**src/rtl/decode_stage.sv**
```systemverilog
// decode_stage: RV32I decode front-end with a DEPTH-entry buffer of decoded
// instructions. Each instruction is decoded as it is enqueued and held with
// its pc until the consumer takes it with a valid/ready handshake.
//
// Optional feature: define DECODE_ILLEGAL_CHECK_EN to flag words that are not
// one of the eleven recognised RV32I major opcodes. Without the macro,
// out_illegal is tied low and unknown opcodes decode as R-format.
module decode_stage #(
  parameter int DEPTH = 2
) (
  input  logic        clk,
  input  logic        rst_n,
  input  logic        flush,
  input  logic        in_valid,
  output logic        in_ready,
  input  logic [31:0] in_instr,
  input  logic [31:0] in_pc,
  output logic        out_valid,
  input  logic        out_ready,
  output logic [6:0]  out_opcode,
  output logic [4:0]  out_rd,
  output logic [2:0]  out_funct3,
  output logic [4:0]  out_rs1,
  output logic [4:0]  out_rs2,
  output logic        out_funct7b5,
  output logic [31:0] out_imm,
  output logic        out_use_imm,
  output logic        out_illegal,
  output logic [31:0] out_pc
);

  localparam int PTR_W = $clog2(DEPTH);
  localparam int CNT_W = $clog2(DEPTH + 1);

  // RV32I major opcodes
  localparam logic [6:0] OP_LOAD     = 7'b0000011;
  localparam logic [6:0] OP_OP_IMM   = 7'b0010011;
  localparam logic [6:0] OP_JALR     = 7'b1100111;
  localparam logic [6:0] OP_MISC_MEM = 7'b0001111;
  localparam logic [6:0] OP_SYSTEM   = 7'b1110011;
  localparam logic [6:0] OP_STORE    = 7'b0100011;
  localparam logic [6:0] OP_BRANCH   = 7'b1100011;
  localparam logic [6:0] OP_LUI      = 7'b0110111;
  localparam logic [6:0] OP_AUIPC    = 7'b0010111;
  localparam logic [6:0] OP_JAL      = 7'b1101111;
  localparam logic [6:0] OP_OP       = 7'b0110011;

  typedef enum logic [2:0] {
    FMT_R,
    FMT_I,
    FMT_S,
    FMT_B,
    FMT_U,
    FMT_J
  } fmt_e;

  typedef struct packed {
    logic [6:0]  opcode;
    logic [4:0]  rd;
    logic [2:0]  funct3;
    logic [4:0]  rs1;
    logic [4:0]  rs2;
    logic        funct7b5;
    logic [31:0] imm;
    logic        use_imm;
    logic        illegal;
    logic [31:0] pc;
  } entry_t;

  // Decode signals for the incoming word
  logic [6:0]  dec_opcode;
  fmt_e        dec_fmt;
  logic        dec_use_imm;
  logic [31:0] dec_imm;
  logic        dec_illegal;
  entry_t      wr_entry;

  // Buffer state
  entry_t             mem_q [DEPTH];
  logic [PTR_W-1:0]   wr_ptr_q, wr_ptr_d;
  logic [PTR_W-1:0]   rd_ptr_q, rd_ptr_d;
  logic [CNT_W-1:0]   count_q,  count_d;
  logic               push_en;
  logic               pop_en;
  entry_t             head;

  assign dec_opcode = in_instr[6:0];

  // Classify the incoming opcode into an immediate format
  always_comb begin
    // NOTE: every output of a combinational block gets a default first so no
    // path through the case leaves it unassigned and infers a latch.
    dec_fmt     = FMT_R;
    dec_use_imm = 1'b0;
    unique case (dec_opcode)
      OP_LOAD, OP_OP_IMM, OP_JALR: begin
        dec_fmt     = FMT_I;
        dec_use_imm = 1'b1;
      end
      OP_MISC_MEM, OP_SYSTEM: begin
        dec_fmt     = FMT_I;
      end
      OP_STORE: begin
        dec_fmt     = FMT_S;
        dec_use_imm = 1'b1;
      end
      OP_BRANCH: begin
        dec_fmt     = FMT_B;
        dec_use_imm = 1'b1;
      end
      OP_LUI, OP_AUIPC: begin
        dec_fmt     = FMT_U;
        dec_use_imm = 1'b1;
      end
      OP_JAL: begin
        dec_fmt     = FMT_J;
        dec_use_imm = 1'b1;
      end
      default: begin
        // OP_OP and unrecognised words: register format, no immediate
        dec_fmt     = FMT_R;
        dec_use_imm = 1'b0;
      end
    endcase
  end

  // Assemble the sign-extended immediate for the selected format
  always_comb begin
    dec_imm = '0;
    unique case (dec_fmt)
      FMT_I: dec_imm = {{20{in_instr[31]}}, in_instr[31:20]};
      FMT_S: dec_imm = {{20{in_instr[31]}}, in_instr[31:25], in_instr[11:7]};
      FMT_B: dec_imm = {{19{in_instr[31]}}, in_instr[31], in_instr[7],
                        in_instr[30:25], in_instr[11:8], 1'b0};
      FMT_U: dec_imm = {in_instr[31:12], 12'b0};
      FMT_J: dec_imm = {{11{in_instr[31]}}, in_instr[31], in_instr[19:12],
                        in_instr[20], in_instr[30:21], 1'b0};
      default: dec_imm = '0;
    endcase
  end

`ifdef DECODE_ILLEGAL_CHECK_EN
  // Flag anything that is not a 32-bit encoding of a recognised major opcode
  always_comb begin
    dec_illegal = 1'b1;
    if (in_instr[1:0] == 2'b11) begin
      unique case (dec_opcode)
        OP_LOAD, OP_OP_IMM, OP_JALR, OP_MISC_MEM, OP_SYSTEM, OP_STORE,
        OP_BRANCH, OP_LUI, OP_AUIPC, OP_JAL, OP_OP: dec_illegal = 1'b0;
        default:                                    dec_illegal = 1'b1;
      endcase
    end
  end
`else
  // Illegal detection disabled: unknown words simply decode as R-format
  always_comb begin
    dec_illegal = 1'b0;
  end
`endif

  // Pack the decoded fields; register/funct fields are taken verbatim
  always_comb begin
    wr_entry.opcode   = dec_opcode;
    wr_entry.rd       = in_instr[11:7];
    wr_entry.funct3   = in_instr[14:12];
    wr_entry.rs1      = in_instr[19:15];
    wr_entry.rs2      = in_instr[24:20];
    wr_entry.funct7b5 = in_instr[30];
    wr_entry.imm      = dec_imm;
    wr_entry.use_imm  = dec_use_imm;
    wr_entry.illegal  = dec_illegal;
    wr_entry.pc       = in_pc;
  end

  // Handshake flags come from registered occupancy only
  assign in_ready  = (count_q < CNT_W'(DEPTH));
  assign out_valid = (count_q != '0);
  assign push_en   = in_valid & in_ready & ~flush;
  assign pop_en    = out_valid & out_ready & ~flush;

  // Next pointer/occupancy; flush wins over push and pop
  always_comb begin
    wr_ptr_d = wr_ptr_q;
    rd_ptr_d = rd_ptr_q;
    count_d  = count_q;
    if (flush) begin
      wr_ptr_d = '0;
      rd_ptr_d = '0;
      count_d  = '0;
    end else begin
      if (push_en) wr_ptr_d = wr_ptr_q + PTR_W'(1);
      if (pop_en)  rd_ptr_d = rd_ptr_q + PTR_W'(1);
      unique case ({push_en, pop_en})
        2'b10:   count_d = count_q + CNT_W'(1);
        2'b01:   count_d = count_q - CNT_W'(1);
        default: count_d = count_q;
      endcase
    end
  end

  // Control state register with asynchronous clear
  always_ff @(posedge clk or negedge rst_n) begin
    // NOTE: sequential state uses non-blocking assignments so every flop
    // samples the pre-edge values regardless of statement order.
    if (!rst_n) begin
      wr_ptr_q <= '0;
      rd_ptr_q <= '0;
      count_q  <= '0;
    end else begin
      wr_ptr_q <= wr_ptr_d;
      rd_ptr_q <= rd_ptr_d;
      count_q  <= count_d;
    end
  end

  // Entry storage write port
  always_ff @(posedge clk) begin
    // NOTE: storage is deliberately not reset; occupancy gates every read,
    // so stale contents are never visible and the array maps to plain RAM.
    if (push_en) mem_q[wr_ptr_q] <= wr_entry;
  end

  // Head entry, forced to zero when nothing is buffered
  always_comb begin
    head = '0;
    if (out_valid) head = mem_q[rd_ptr_q];
  end

  assign out_opcode   = head.opcode;
  assign out_rd       = head.rd;
  assign out_funct3   = head.funct3;
  assign out_rs1      = head.rs1;
  assign out_rs2      = head.rs2;
  assign out_funct7b5 = head.funct7b5;
  assign out_imm      = head.imm;
  assign out_use_imm  = head.use_imm;
  assign out_illegal  = head.illegal;
  assign out_pc       = head.pc;

endmodule

```
**config.mk**
```make
export PLATFORM = sky130hd
export DESIGN_NAME = decode_stage
export DESIGN_NICKNAME = d
export VERILOG_FILES = /design/src/rtl/decode_stage.sv
export SDC_FILE = /design/constraint.sdc
export NUM_CORES = 1
export LEC_CHECK = 0
export ABC_AREA = 1
export CAP_MARGIN = 40
export CORE_MARGIN = 5
export CORE_UTILIZATION = 55
export CTS_CLUSTER_SIZE = 12
export DETAILED_ROUTE_END_ITERATION = 8
export HOLD_SLACK_MARGIN = 0.12
export PLACE_DENSITY = 0.89
export SLEW_MARGIN = 20
export SYNTH_ARGS = -nofsm -noshare
export SYNTH_HDL_FRONTEND = slang
export SYNTH_SLANG_ARGS = --single-unit
```
**constraint.sdc**
```tcl
create_clock -name clk -period 9.3 [get_ports clk]
set_input_delay 2.325 -clock clk [delete_from_list [all_inputs] [get_ports clk]]
set_output_delay 2.325 -clock clk [all_outputs]
set_load 0.03 [all_outputs]
```
==> impl_metrics.ini <==
[logic_synthesis]
synth_top_area_share_pct = 68.5
synthTopCellsByArea = edfxtp_1 (69%), nand2_1 (13%), a21oi_1 (5.8%), nand3_1 (3.5%), nor2_1 (2.3%)
synth.distinct_cells = 20
synth-seq-cells = 186
synthesis.area_mm2 = 0.00798
synth_cells = 750
synth-seq-area-share_pct = 69.8
synth_warnings = 0
syn_nets = 819
syn_avg_cell_area_um2 = 10.6
synth_top_area_cell = edfxtp_1

[die]
fp.dieW_um = 130
boundaryPins = 163
initial_core_util_pct = 55.5
core_area_mm2 = 0.0144
die_h_um = 130
placementRows = 44
die-area_mm2 = 0.0170

[run_status]
status = finished clean

[sta]
setup_viol = 0
period_needed_ps = 5470
post-route-period-util_pct = 58.8
drv_slew = 0
skew_ps = 8.10
fmax_mhz = 183
maxSlewHeadroom_pct = 45.3
finalSetupTns_ps = 0
worstMarginPinSlew_ps = 821
finalHoldViolations = 0
setup_ws_ps = 3830
rsz0062_at_grt = no

[power]
comb_power_share_pct = 39.5
p_leak_nw = 3.97
clkPwrFrac_pct = 23.9
p_int_mw = 1.79
ir_worst_vdd_v = 0.000144
seqPwrFrac_pct = 36.6
power.switching_mw = 1.02
p_sw_share_pct = 36.2
cellPowerDensity_mw_per_mm2 = 273

[detailed_routing]
wl_per_cell_um = 16.1
antenna_left = 0
drc = 0
first_pass_iters = 6
finalWirelength_mm = 17.6
viasPerCell = 5.29
vias = 5774
drtIter0Drc = 444

[cells_and_area]
drive_above_1_share_pct = 6.39
antenna_cells = 0
syn_to_final_growth_pct = 29.2
layout_common_cells = nand2_1 (278), edfxtp_1 (182), clkdlybuf4s50_1 (161)
fin_nets = 965
final_common_cell = nand2_1

[worst_setup_path]
path_class = reg2out
worstRegToRegCells = 5
crit_arrival_ps = 3140
cp.required_ps = 6980
crit_path_max_fanout = 49
endpoint_kind = primary output
startpoint_type = flop

[global_routing]
grtUsageMet2_pct = 35.1
track_usage_pct = 20.6
grt_max_degree = 63
antenna_found_initial = 0
grt_pass1_vias = 5319
grt.overflow.total = 0
busiest_layer = met2
grt_use_met3_pct = 4.67
use_met1_pct = 26.1
grt_pass1_wl_mm = 26.6

[placed_design]
hpwl_mm = 11.7
port_buffers = 161
post-place-ws_ps = 4180
place_congestion = 0.843

[clocking]
cts_tree = built
ctsLongestPathBuffers = 2
path_clk_slew_ps = 60
cts-htree-levels = 4
cts_made_buffers = 17
cts_setup_buffers = 0
cts_resized = 0
cts_sinks = 186
clk_latency_ps = 420
cts_root_buf = clkbuf_16
hold_buffers = 0

[worst_hold_path]
hold_class = reg2reg
whs_path_depth = 2

[run]
max_cap_viol_count = 0
## critical path, stage by stage, from the launching register on
cell and delay [ps]:
dfrtp_4 480, inv_2 540, buf_4 570, nand2_1 100
a21oi_1 270, clkdlybuf4s50_1 740
## worst paths after layout
path	from	end	slack, ps
hold reg to reg	count_q[1]	count_q[1]	620
hold / removal	count_q[1]	count_q[1]	620
setup / recovery	rd_ptr_q	out_imm[11]	3830
setup reg to reg	count_q[1]	mem_q[1][75]	6720
max in group asynchronous	rst_n	rd_ptr_q	6990
min in group asynchronous	rst_n	rd_ptr_q	2110
## logic make-up after synthesis
logic type             synth area share [%]
AND/OR/NAND/NOR                        20.0
flip-flops                             69.8
AO/OA/AOI/OAI                          5.93
buffers and inverters                  4.28
other                                0.0470
## flip-flops by register name (all words and copies together) (netlist names)
signal    count
count_q       2
mem_q       182
rd_ptr_q      1
wr_ptr_q      1
## stage by stage
step                area, µm²  hold WS, ps  utilization, %  total power, mW  cells
floorplan                7980          518               -             1.70    750
global placement         9660          596            67.2             2.13   1057
detailed placement       9720          610            67.6             2.16   1060
CTS                     10300          621            71.5             2.83   1091
global route            10300          649            71.7             2.93   1092
finish                  10300          621            71.7             2.81   1092
## layout make-up
class,instances,area (µm²)
sequential,186,5570
fill,981,4070
multi-input combinational,491,2090
timing repair buffer,172,1750
clock buffer,17,425
tap,184,230
clock inverter,14,131
inverter,28,105
## cells in the mapped netlist (all sizes together)
library cell and count:
a21oi 92, buf 42, clkbuf 3, clkinv 1
conb 1, dfrtp 4, edfxtp 182, inv 27
nand2 282, nand3 56, nand4 1, nor2 55
nor3 2, o21ai 1, o21bai 1
## metal layers
metal  vias up  share of wire (%)
met5         -                  0
met4         0                2.3
met3        28                7.7
met2       233                 49
met1      2685                 41
li1       2828                  -
## power by group through the flow
stage / Sequential, mW / Clock (mW) / Combinational, mW
CTS: 1.03 / 0.682 / 1.12
global placement: 1.04 / 0 / 1.09
detailed placement: 1.05 / 0 / 1.11
global route: 1.03 / 0.714 / 1.19
floorplan: 1.05 / 0 / 0.656
finish: 1.03 / 0.671 / 1.11
No activity file was read; power rests on OpenSTA's default activity.
